===== config.mk =====
export PLATFORM = sky130hd
export DESIGN_NAME = serial_sub_ctrl
export DESIGN_NICKNAME = d
export VERILOG_FILES = /design/src/rtl/serial_sub_pkg.sv /design/src/rtl/FullSubtractor.sv /design/src/rtl/serial_sub_ctrl.sv
export SDC_FILE = /design/constraint.sdc
export NUM_CORES = 1
export LEC_CHECK = 0
export BUFFER_PORTS_ARGS = -buffer_cell sky130_fd_sc_hd__buf_2
export CAP_MARGIN = 25
export CORE_ASPECT_RATIO = 0.9
export CORE_MARGIN = 8
export CORE_UTILIZATION = 40
export CTS_CLUSTER_DIAMETER = 30
export DETAILED_ROUTE_END_ITERATION = 10
export GPL_TIMING_DRIVEN = 0
export PLACE_DENSITY = 0.62
export RECOVER_POWER = 25
export SLEW_MARGIN = 20
export SYNTH_ARGS = -nofsm -noshare
export SYNTH_HDL_FRONTEND = slang
export SYNTH_SLANG_ARGS = --single-unit

===== constraint.sdc =====
create_clock -name clk -period 1.7 [get_ports clk]
set_clock_uncertainty 0.05 [all_clocks]
set_input_delay 0.085 -clock clk [delete_from_list [all_inputs] [get_ports clk]]
set_output_delay 0.085 -clock clk [all_outputs]
set_load 0.03 [all_outputs]

===== src/rtl/serial_sub_pkg.sv =====
// Shared types for the bit-serial subtraction controller.
package serial_sub_pkg;

    typedef enum logic [1:0] {
        IDLE,
        RUN,
        DONE
    } state_t;

endpackage


===== src/rtl/FullSubtractor.sv =====
// Single-bit full subtractor: diff = a - b - b_in, with borrow out.
module FullSubtractor (
    input  logic a,
    input  logic b,
    input  logic b_in,
    output logic diff,
    output logic b_out
);

    assign diff  = a ^ b ^ b_in;
    assign b_out = (~a & b) | (~(a ^ b) & b_in);

endmodule


===== src/rtl/serial_sub_ctrl.sv =====
// Bit-serial A - B controller: one shared 1-bit subtractor stepped LSB first over WIDTH cycles.
//
//   state | meaning
//   IDLE  | ready for a request, result outputs held
//   RUN   | one operand bit per cycle through the subtractor cell
//   DONE  | one-cycle done pulse, diff/borrow_out valid
module serial_sub_ctrl
    import serial_sub_pkg::*;
#(
    parameter int WIDTH = 8
) (
    input  logic             clk,
    input  logic             rst,
    input  logic             start,
    input  logic [WIDTH-1:0] a,
    input  logic [WIDTH-1:0] b,
    output logic             ready,
    output logic             busy,
    output logic             done,
    output logic [WIDTH-1:0] diff,
    output logic             borrow_out
);

    localparam int CNT_W = (WIDTH > 1) ? $clog2(WIDTH) : 1;
    localparam logic [CNT_W-1:0] CNT_LAST = CNT_W'(WIDTH - 1);

    state_t           state;
    state_t           state_nxt;
    logic [WIDTH-1:0] sh_a;
    logic [WIDTH-1:0] sh_b;
    logic [WIDTH-1:0] sh_d;
    logic [WIDTH-1:0] sh_d_nxt;
    logic [CNT_W-1:0] cnt;
    logic             brw;
    logic             cell_diff;
    logic             cell_bout;
    logic             last_bit;

    FullSubtractor u_cell (
        .a     (sh_a[0]),
        .b     (sh_b[0]),
        .b_in  (brw),
        .diff  (cell_diff),
        .b_out (cell_bout)
    );

    // Result bits enter at the MSB so the LSB-first stream lands in place after WIDTH shifts.
    assign sh_d_nxt = (sh_d >> 1) | (WIDTH'(cell_diff) << (WIDTH - 1));
    assign last_bit = (cnt == CNT_LAST);

    always_ff @(posedge clk) begin
        if (rst) state <= IDLE;
        else     state <= state_nxt;
    end

    always_comb begin
        state_nxt = state;
        ready     = 1'b0;
        busy      = 1'b0;
        done      = 1'b0;
        case (state)
            IDLE: begin
                ready = 1'b1;
                if (start) state_nxt = RUN;
            end
            RUN: begin
                busy = 1'b1;
                if (last_bit) state_nxt = DONE;
            end
            DONE: begin
                busy      = 1'b1;
                done      = 1'b1;
                state_nxt = IDLE;
            end
            default: state_nxt = IDLE;
        endcase
    end

    always_ff @(posedge clk) begin
        if (rst) begin
            sh_a       <= '0;
            sh_b       <= '0;
            sh_d       <= '0;
            cnt        <= '0;
            brw        <= 1'b0;
            diff       <= '0;
            borrow_out <= 1'b0;
        end else begin
            case (state)
                IDLE: begin
                    if (start) begin
                        sh_a <= a;
                        sh_b <= b;
                        sh_d <= '0;
                        cnt  <= '0;
                        brw  <= 1'b0;
                    end
                end
                RUN: begin
                    sh_a <= sh_a >> 1;
                    sh_b <= sh_b >> 1;
                    sh_d <= sh_d_nxt;
                    brw  <= cell_bout;
                    cnt  <= cnt + 1'b1;
                    // Capture on the last step so the result is already valid while done is high.
                    if (last_bit) begin
                        diff       <= sh_d_nxt;
                        borrow_out <= cell_bout;
                    end
                end
                default: ;
            endcase
        end
    end

endmodule


Yosys cells after proc, flatten, opt, wreduce, memory -nomap -nowiden
Index checks and enable logic that the tools add are counted.
{"block": "totals", "reg_bits": 39, "wordCells": 44, "out_inout_bits": 12, "in_bits": 19}
{"block": "op_classes", "n_mux": 16, "n_bitwise": 8, "n_eq_ne": 5, "add_sub_neg": 1, "reduce_logical": 6}
{"op": "8-bit case mux with 2 select lines", "count": 3}
{"op": "8-bit two-way mux", "count": 3}
{"op": "7-bit by 8-bit bitwise OR with 8-bit output", "count": 1}
{"op": "3-bit case mux with 2 select lines", "count": 1}
{"op": "2-bit AND reduction", "count": 3}
{"op": "1-bit two-way mux", "count": 4}
{"op": "2-bit two-way mux", "count": 2}
{"op": "2-bit inequality test, second input constant", "count": 2}
{"op": "2-bit case mux with 2 select lines", "count": 1}
{"op": "3-bit by 1-bit adder with 3-bit output, second input constant", "count": 1}
{"op": "3-bit == test, second input constant", "count": 1}
{"op": "3-bit two-way mux", "count": 1}
{"op": "1-bit bitwise AND", "count": 2}
{"op": "2-bit by 1-bit == test with 1-bit output, second input constant", "count": 1}
{"op": "2-bit == test, second input constant", "count": 1}
{"op": "2-bit zero test", "count": 1}
{"op": "1-bit inverter", "count": 2}
{"op": "1-bit case mux with 2 select lines", "count": 1}
{"op": "2-bit nonzero test", "count": 1}
{"op": "2-bit OR reduction", "count": 1}
{"op": "1-bit XOR", "count": 2}
{"op": "1-bit bitwise OR", "count": 1}

Depth between registers and ports, before layout
Gate-level depths: netlist (run 1).
{"block": "depth", "depth_word": 5, "mapped_depth": 7}

By module
Synthesis (run 1) repeated with hierarchy kept, for this count alone.
{"block": "hier_totals", "cells_unflattened": 172, "hier_area_um2": 1745.4}
{"module": "serial_sub_ctrl", "area_each_um2": 1714.1, "cells_each": 168, "n_inst": 1}
{"module": "FullSubtractor", "area_each_um2": 31.3, "cells_each": 4, "n_inst": 1}

Worst setup path before layout (run 1)
Ideal clock, no wire load.
{"block": "synth_timing", "kind": "flip-flop to flip-flop", "start": "register state[0]", "end": "register sh_a[3]", "path_buffers": 1, "period_less_slack_ns": 1.657, "path_slack_ns": 0.043, "t_required_ns": 1.507, "path_stages_with_launch": 7, "t_arrival_ns": 1.464, "path_cell_list": "dfxtp_1 -> inv_1 -> ha_1 -> mux2_4 -> buf_4 -> nor2_1 -> a211oi_2"}
{"block": "synth_via", "elab_chain_cells": 3}
{"item": "from (decl)", "line_no": "serial_sub_ctrl.sv:27", "source": "state_t state;"}
{"item": "from (signal assigned)", "line_no": "serial_sub_ctrl.sv:53", "source": "else state <= state_nxt;"}
{"item": "2-bit by 1-bit == test with 1-bit output / 2-bit zero test (equally long branches)", "line_no": "serial_sub_ctrl.sv:89", "source": "case (state)"}
{"item": "2-bit nonzero test (no source line) / 2-bit inequality test (equally long branches)"}
{"item": "2-bit AND reduction (no source line)"}
{"item": "to (signal assigned)", "line_no": "serial_sub_ctrl.sv:100", "source": "sh_a <= sh_a >> 1;"}
{"item": "to (decl)", "line_no": "serial_sub_ctrl.sv:29", "source": "logic [WIDTH-1:0] sh_a;"}
Parallel ways exist; a longest one is shown, timed or not.
A chain may end at the register's enable or synchronous reset.

Worst setup path after layout (run 1)
{"block": "layout_timing", "start": "register state[1]", "end": "register sh_a[4]"}
Same word-level chain as after synthesis.

==> flow_metrics.env, run 1 <==
export IMPL_clock_latency_ns=0.30
export IMPL_yosysTopAreaCell="dfxtp_1"
export IMPL_avgSynthCellArea_um2=9.73
export IMPL_antenna_found_initial=0
export IMPL_ioPinCount=31
export IMPL_maxSlewViolCount=0
export IMPL_clockBufferDepth=2
export IMPL_setup_ws_ns=0.140
export IMPL_syn_num_nets=197
export IMPL_endpoint_kind="register"
export IMPL_hold_viol=0
export IMPL_post_route_period_util_pct=91.8
export IMPL_p_switching_uw=573
export IMPL_synth_warnings=0
export IMPL_cp_start_kind="register"
export IMPL_crit_type="register to register"
export IMPL_diodes=0
export IMPL_p_sw_share_pct=25.5
export IMPL_leakage_nw=0.782
export IMPL_p_per_area_nw_per_um2=1100
export IMPL_grt_max_degree=14
export IMPL_worst_path_max_fanout=10
export IMPL_gp_congestion=0.718
export IMPL_met1_length_mm=1.82
export IMPL_totalWireLength_mm=3.61
export IMPL_fin_util_pct=50.4
export IMPL_ys_seq_area_share_pct=45.4
export IMPL_die_h_um=77.4
export IMPL_first_global_vias=1395
export IMPL_outcome="completed"
export IMPL_ant_nets=0
export IMPL_final_nets=235
export IMPL_post_cts_setup_buffer_count=0
export IMPL_grt_pass1_wl_mm=6.31
export IMPL_drc=0
export IMPL_synth_cell_types=20
export IMPL_intPower_mw=1.67
export IMPL_rows=22
export IMPL_clkTransAtPathRegs_ns=0.08
export IMPL_setup_violations=0
export IMPL_die_x_um=84.2
export IMPL_h_tree_depth=2
export IMPL_drive_gt1_share_pct=26.1
export IMPL_first_iter_violations=83
export IMPL_pwr_share_clk_pct=41.7
export IMPL_design_core_area_um2=4050
export IMPL_seqPwrFrac_pct=42.9
export IMPL_io_buffers=29
export IMPL_overflow=0
export IMPL_fin_cells=259
export IMPL_netlist_area_leader_share_pct=45.4
export IMPL_synthCells=172
export IMPL_die_area_um2=6510
export IMPL_ys_top_cells_by_area="dfxtp_1 45%, a211oi_2 10%, mux2i_1 9.0%, nor2_1 5.6%, a32oi_1 5.2%"
export IMPL_fill_cells=401
export IMPL_cts_tree="built"
export IMPL_dp_cells=249
export IMPL_grt_use_total_pct=11.7
export IMPL_wl_per_cell_um=13.9
export IMPL_finalCriticalPeriod_ns=1.56
export IMPL_max_freq_mhz=641
export IMPL_cts_buffers=5
export IMPL_met2_wirelength_mm=1.50
export IMPL_ir_drop_v=0.000518
export IMPL_hpwl_mm=2.48
export IMPL_required_ns=1.81
export IMPL_combPwrFrac_pct=15.4
export IMPL_maxCapViolations=0
export IMPL_post_place_ws_ns=0.0268
export IMPL_layout_area_overhead_vs_synth_pct=21.9
export IMPL_vias=1346
export IMPL_slew_headroom_pct=53.8
export IMPL_root_buffer="clkbuf_8"
export IMPL_drt_pass1_iter_count=4
export IMPL_finalSetupTns_ns=0
export IMPL_routed_top_layer="met4"
export IMPL_cts_sinks=38
export IMPL_met3_length_um=214
export IMPL_rsz0062_at_grt="no"
export IMPL_via_per_inst=5.20
export IMPL_worstPathArrival_ns=1.67
export IMPL_ys_ff_latch=38
export IMPL_start_util_pct=41.4
export IMPL_syn_cell_area_um2=1670
export IMPL_hold_path_class="primary input to register"
export IMPL_max_slew_worst_pin_slew_ns=0.693
-- layout by cell type (no fill, tap or decap) --
cell type	netlist	final
ha_1	5	4
nand3b_1	3	3
bufinv_16	0	2
a211oi_1	2	2
a211oi_2	14	14
a32oi_1	10	10
and2_1	1	1
clkinv_4	0	1
nand2_2	0	1
nor3_1	1	1
mux2_4	1	1
ha_2	0	1
clkbuf_1	3	15
a21oi_1	13	13
mux2i_1	15	14
nor2b_1	1	1
dfxtp_1	38	37
inv_1	6	6
nand2b_1	2	2
nor2_1	25	25
dfxtp_2	0	1
clkbuf_8	0	5
dlygate4sd3_1	0	2
buf_2	6	23
mux2i_4	0	1
buf_4	5	5
fa_1	1	1
nand2_1	20	19
-- worst max-delay path, stage by stage, from the launching register on --
cell      delay [ns]
dfxtp_2         0.35
inv_1           0.06
ha_1            0.17
buf_2           0.15
mux2_4          0.28
buf_4           0.18
nor2_1          0.13
a211oi_2        0.06
-- area by class of cell --
| class | instances | area, µm² | area share, % |
|---|---|---|---|
| Buffer | 14 | 78.8 | 3.86 |
| Clock buffer | 5 | 68.8 | 3.37 |
| Clock inverter | 3 | 68.8 | 3.37 |
| Inverter | 6 | 22.5 | 1.10 |
| Multi-Input combinational cell | 114 | 830 | 40.6 |
| Sequential cell | 38 | 762 | 37.3 |
| Tap cell | 48 | 60.1 | 2.94 |
| Timing Repair Buffer | 31 | 150 | 7.36 |
-- routing by layer --
metal  vias up  global-route usage (%)
met1       632                    14.6
met3         8                    3.65
met5         -                       0
met2        31                    17.4
met4         0                    6.72
li1        675                       -
-- synth_stat cells --
library cell	instances
nand2b_1	2
clkbuf_1	3
inv_1	6
a32oi_1	10
dfxtp_1	38
and2_1	1
buf_4	5
nand2_1	20
nor2b_1	1
mux2_4	1
nand3b_1	3
nor2_1	25
fa_1	1
nor3_1	1
a211oi_1	2
mux2i_1	15
buf_2	6
a21oi_1	13
ha_1	5
a211oi_2	14
-- final timing paths --
| path | end | slack, ns | from | cells after the start |
|---|---|---|---|---|
| worst max-delay path | sh_a[4] | 0.14 | state[1] | 7 |
| worst min-delay path | sh_b[5] | 0.07 | rst | 2 |
| worst max register to register | sh_a[4] | 0.14 | state[1] | 7 |
| worst min register to register | diff[5] | 0.41 | diff[5] | 2 |
-- logic make-up after synthesis --
| logic type | synth area share (%) |
|---|---|
| compound gates | 20.5 |
| fa+ha+maj | 4.93 |
| buf+inv | 6.05 |
| flops | 45.4 |
| mux | 9.86 |
| simple gates | 13.2 |
-- state kept, by name, indices dropped and copies added (netlist names) --
register,flops
borrow_out,1
brw,1
cnt,3
diff,8
sh_a,8
sh_b,8
sh_d,7
state,2
-- through the flow --
stage	power, mW	area, µm²	hold slack (ns)
2_1_floorplan	1.24	1670	0.199
3_3_place_gp	1.32	1880	0.319
3_5_place_dp	1.32	1880	0.321
4_1_cts	2.27	2040	0.0582
5_1_grt	2.35	2040	0.0902
6_report	2.25	2040	0.0731
-- power by group through the flow --
stage,clock network (mW),logic [mW],registers (mW)
after floorplan,0,0.263,0.980
after global placement,0,0.334,0.985
after detailed placement,0,0.336,0.986
after CTS,0.963,0.342,0.965
after global routing,0.995,0.381,0.973
final,0.937,0.346,0.965
-- timing repair --
action / CTS / global route
setup endpoints to repair: 0 / 15
endpoints found under the hold margin: 2 / 0
hold buffers: 2 / 0
gates resized for setup: 0 / 5
No activity file was read; power rests on OpenSTA's default activity.
==> run 2: changes to the inputs <==
CORE_MARGIN = 5   (was 8)
CORE_UTILIZATION = 54   (was 40)
PLACE_DENSITY = 0.79   (was 0.62)
==> flow_metrics.env, run 2 (synthesis gave the netlist of run 1 again) <==
export IMPL_outcome="completed"
export IMPL_slew_headroom_pct=51.8
export IMPL_maxCapViolations=0
export IMPL_setup_violations=0
export IMPL_ir_drop_v=0.000544
export IMPL_hold_start="rst"
export IMPL_crit_type="register to register"
export IMPL_antenna_found_initial=0
export IMPL_drc=0
export IMPL_overflow=0
export IMPL_die_h_um=62.8
export IMPL_final_nets=235
export IMPL_ant_nets=0
export IMPL_cts_tree="built"
export IMPL_h_tree_depth=2
export IMPL_max_freq_mhz=614
export IMPL_min_to="sh_b[4]"
export IMPL_post_place_ws_ns=0.0630
export IMPL_drive_gt1_share_pct=26.2
export IMPL_via_per_inst=5.49
export IMPL_slowest_stage="dfxtp_2"
export IMPL_final_common_cell="dfxtp_1"
export IMPL_worstPathArrival_ns=1.79
export IMPL_max_slew_worst_pin_slew_ns=0.722
export IMPL_hold_viol=0
export IMPL_design_core_area_um2=3020
export IMPL_required_ns=1.86
export IMPL_clockBufferDepth=2
export IMPL_diodes=0
export IMPL_gp_congestion=0.770
export IMPL_layout_area_overhead_vs_synth_pct=18.3
export IMPL_hold_path_class="primary input to register"
export IMPL_r2r_end="sh_a[3]"
export IMPL_p_per_area_nw_per_um2=989
export IMPL_grt_use_total_pct=19.1
export IMPL_rsz0062_at_grt="no"
export IMPL_cts_buffers=5
export IMPL_leakage_nw=0.760
export IMPL_die_area_um2=4320
export IMPL_grt_pass1_wl_mm=6.20
export IMPL_ioPinCount=31
export IMPL_endpoint_kind="register"
export IMPL_finalCriticalPeriod_ns=1.63
export IMPL_vias=1384
export IMPL_post_route_period_util_pct=95.8
export IMPL_die_x_um=68.7
export IMPL_io_buffers=29
export IMPL_cts_sinks=38
export IMPL_path_cells="inv_1, ha_1, buf_2, mux2_4, buf_4, nor2_1, a211oi_2"
export IMPL_maxSlewViolCount=0
export IMPL_finalSetupTns_ns=0
export IMPL_cpPeakStageDelay_ns=0.36
export IMPL_rrSetupSlack_ns=0.07
export IMPL_grt_max_degree=12
export IMPL_start_util_pct=55.4
export IMPL_cp_top_family="buffers and inverters"
export IMPL_setup_ws_ns=0.0709
export IMPL_cp_start_kind="register"
export IMPL_worst_path_max_fanout=10
export IMPL_clkTransAtPathRegs_ns=0.10
export IMPL_critPathLaunch="state[1]"
export IMPL_first_global_vias=1362
export IMPL_rows=19
export IMPL_clock_latency_ns=0.35
export IMPL_wl_per_cell_um=14.8
export IMPL_r2r_start="state[1]"
export IMPL_final_cell_mix="37 x dfxtp_1, 25 x nor2_1, 23 x buf_2, 19 x nand2_1"
export IMPL_hold_ws_ns=0.0188
export IMPL_drt_pass1_iter_count=5
export IMPL_root_buffer="clkbuf_4"
export IMPL_post_cts_setup_buffer_count=0
export IMPL_first_iter_violations=89
export IMPL_worst_hold_path_num_cells=2
export IMPL_crit_buf_inv=3
export IMPL_top_regs="diff: 8 flops, sh_a: 8 flops, sh_b: 8 flops"
export IMPL_r2r_cells=7
export IMPL_totalWireLength_mm=3.72
export IMPL_hpwl_mm=2.69
run 2: cell types whose count changed in the layout (fill, tap and decap cells not counted):
cell       change
clkbuf_4       +6
clkbuf_8       -4
bufinv_16      -1
clkinv_4       -1
clkbuf_1       -1
run 2: area by class of cell:
| class | instances | area (µm²) |
|---|---|---|
| fill | 275 | 1040 |
| multi-input combinational | 114 | 830 |
| sequential | 38 | 762 |
| timing repair buffer | 31 | 151 |
| buffer | 14 | 81.3 |
| tap | 42 | 52.6 |
| clock buffer | 6 | 51.3 |
| clock inverter | 1 | 30.0 |
| inverter | 6 | 22.5 |
run 2: worst max-delay path by stage:
stage | to | depth (start not counted)
floorplan | sh_a[3] | 6
global placement | sh_a[3] | 6
detailed placement | sh_b[7] | 6
CTS | cnt[0] | 6
global route | sh_d[6] | 7
finish | sh_a[3] | 7
run 2: what timing repair did:
| item | 4_1_cts | 5_1_grt |
|---|---|---|
| hold endpoints to repair | 2 | 0 |
| endpoints found under the setup margin | 0 | 16 |
| gates resized for setup | 0 | 6 |
| hold buffers | 2 | 0 |
run 2: metrics by stage:
step | cells | total power [mW] | utilization, % | instance area [µm²]
after global placement | 243 | 1.30 | 62.0 | 1870
after floorplan | 172 | 1.24 | - | 1670
final | 252 | 1.96 | 65.6 | 1980
after CTS | 252 | 1.96 | 65.4 | 1970
after detailed placement | 243 | 1.33 | 62.0 | 1870
after global routing | 252 | 2.04 | 65.6 | 1980
run 2: layer usage:
metal	up-vias	share of wire, %	track usage (%)
met2	39	50	29.4
met5	-	0	0
met1	666	42	23.5
met4	0	2.3	8.03
met3	8	6.3	6.83
li1	671	-	-
run 2: power breakdown:
part / total (mW) / leakage [nW] / internal (mW) / switching, mW
logic: 0.355 / 0.405 / 0.150 / 0.206
registers: 0.968 / 0.311 / 0.939 / 0.0282
clock network: 0.635 / 0.0443 / 0.342 / 0.293
total: 1.96 / 0.760 / 1.43 / 0.527
==> run 3: changes to the inputs <==
CORE_ASPECT_RATIO = 1.75   (was 0.9)
==> flow_metrics.env, run 3 (synthesis gave the netlist of run 1 again) <==
export IMPL_clkTransAtPathRegs_ns=0.07
export IMPL_layout_area_overhead_vs_synth_pct=18.1
export IMPL_drive_gt1_share_pct=25.5
export IMPL_r2r_end="sh_a[6]"
export IMPL_postLayoutCellArea_um2=1980
export IMPL_rows=26
export IMPL_grt_max_degree=12
export IMPL_intPower_mw=1.55
export IMPL_fill_cells=237
export IMPL_max_slew_worst_pin_slew_ns=0.662
export IMPL_wl_per_cell_um=13.6
export IMPL_cts_buffers=5
export IMPL_root_buffer="clkbuf_8"
export IMPL_cp_num_cells=7
export IMPL_seqPwrFrac_pct=46.8
export IMPL_p_per_area_nw_per_um2=1050
export IMPL_hold_viol=0
export IMPL_p_switching_uw=515
export IMPL_pwr_share_clk_pct=37.0
export IMPL_critPathLaunch="state[1]"
export IMPL_setup_violations=0
export IMPL_endpoint_kind="register"
export IMPL_multi_input_area_um2=818
export IMPL_dp_cells=243
export IMPL_path_cells="inv_1, ha_1, buf_2, mux2_4, buf_4, nor2_1, a211oi_2"
export IMPL_max_freq_mhz=624
export IMPL_p_sw_share_pct=24.9
export IMPL_rsz0062_at_grt="no"
export IMPL_placed_cell_area_um2=1870
export IMPL_diodes=0
export IMPL_slowest_stage="dfxtp_1"
export IMPL_fin_cells=250
export IMPL_gp_congestion=0.792
export IMPL_crit_type="register to register"
export IMPL_first_iter_violations=30
export IMPL_maxSlewViolCount=0
export IMPL_cts_tree="built"
export IMPL_cp_start_kind="register"
export IMPL_cp_top_family="buffers and inverters"
export IMPL_fin_util_pct=66.8
export IMPL_io_buffers=29
export IMPL_rrSetupSlack_ns=0.1
export IMPL_grt_use_total_pct=17.6
export IMPL_cts_sinks=38
export IMPL_die_h_um=83.7
export IMPL_hpwl_mm=2.59
export IMPL_maxCapViolations=0
export IMPL_clock_latency_ns=0.29
export IMPL_cts_hold_buf=0
export IMPL_drt_pass1_iter_count=4
export IMPL_top_regs="diff: 8 flops, sh_a: 8 flops, sh_b: 8 flops"
export IMPL_seqCellArea_um2=761
export IMPL_slew_headroom_pct=55.9
export IMPL_start_util_pct=56.6
export IMPL_die_area_um2=4360
export IMPL_setup_ws_ns=0.0982
export IMPL_combPwrFrac_pct=16.2
export IMPL_ioPinCount=31
export IMPL_first_global_vias=1364
export IMPL_drc=0
export IMPL_ir_drop_v=0.00140
export IMPL_antenna_found_initial=0
export IMPL_design_core_area_um2=2960
export IMPL_finalCriticalPeriod_ns=1.60
export IMPL_post_place_ws_ns=0.0847
export IMPL_clockBufferDepth=2
export IMPL_die_x_um=52.1
export IMPL_overflow=0
export IMPL_totalWireLength_mm=3.40
export IMPL_worst_path_max_fanout=10
export IMPL_grt_pass1_wl_mm=5.84
export IMPL_r2r_cells=7
export IMPL_cp_endpoint="sh_a[6]"
export IMPL_outcome="completed"
export IMPL_cpPeakStageDelay_ns=0.36
export IMPL_worstPathArrival_ns=1.70
export IMPL_ant_nets=0
export IMPL_crit_buf_inv=3
export IMPL_post_route_period_util_pct=94.2
export IMPL_leakage_nw=0.763
export IMPL_vias=1324
export IMPL_h_tree_depth=2
export IMPL_hold_ws_ns=0.0167
export IMPL_final_nets=233
export IMPL_via_per_inst=5.30
export IMPL_finalPower_mw=2.07
export IMPL_r2r_start="state[1]"
export IMPL_hold_path_class="primary input to register"
export IMPL_finalSetupTns_ns=0
export IMPL_final_common_cell="dfxtp_1"
export IMPL_final_cell_mix="38 x dfxtp_1, 25 x nor2_1, 24 x buf_2, 20 x nand2_1"
export IMPL_required_ns=1.80
## run 3: final cells by class
cell class	count	share of cell area, %
Multi-Input combinational cell	114	41.4
Sequential cell	38	38.5
Timing Repair Buffer	29	6.65
Clock buffer	6	4.18
Buffer	14	3.99
Tap cell	42	2.66
Clock inverter	1	1.52
Inverter	6	1.14
## run 3: per-layer routing
| layer | part of all wire (%) | global-route usage [%] |
|---|---|---|
| met2 | 54 | 31.3 |
| met5 | 0 | 0 |
| met4 | 1.7 | 6.44 |
| met1 | 39 | 18.3 |
| met3 | 4.6 | 5.72 |
## run 3: what timing repair did
| action | 4_1_cts | 5_1_grt |
|---|---|---|
| resized for setup | 0 | 2 |
| buffers inserted | 0 | 0 |
| endpoints found under the setup margin | 0 | 8 |
## run 3: worst register-to-register path, cell delays in order, from the launching register on
cell and delay [ns]:
dfxtp_1 0.36, inv_1 0.07, ha_1 0.17, buf_2 0.15, mux2_4 0.28, buf_4 0.18
nor2_1 0.14, a211oi_2 0.06
## run 3: worst min path at each step
| stage | slack, ns | startpoint | cells past startpoint | endpoint |
|---|---|---|---|---|
| after CTS | 0.008 | a[7] | 3 | sh_a[7] |
| after detailed placement | 0.32 | a[7] | 3 | sh_a[7] |
| final | 0.02 | a[7] | 3 | sh_a[7] |
| after global placement | 0.31 | a[7] | 3 | sh_a[7] |
| after floorplan | 0.20 | a[7] | 2 | sh_a[7] |
| after global routing | 0.01 | a[7] | 3 | sh_a[7] |
## run 3: power groups by stage
stage / combinational, mW / clock, mW / sequential, mW
after floorplan: 0.263 / 0 / 0.980
after global placement: 0.321 / 0 / 0.984
after detailed placement: 0.334 / 0 / 0.987
after CTS: 0.334 / 0.782 / 0.967
after global routing: 0.369 / 0.833 / 0.974
final: 0.334 / 0.765 / 0.967
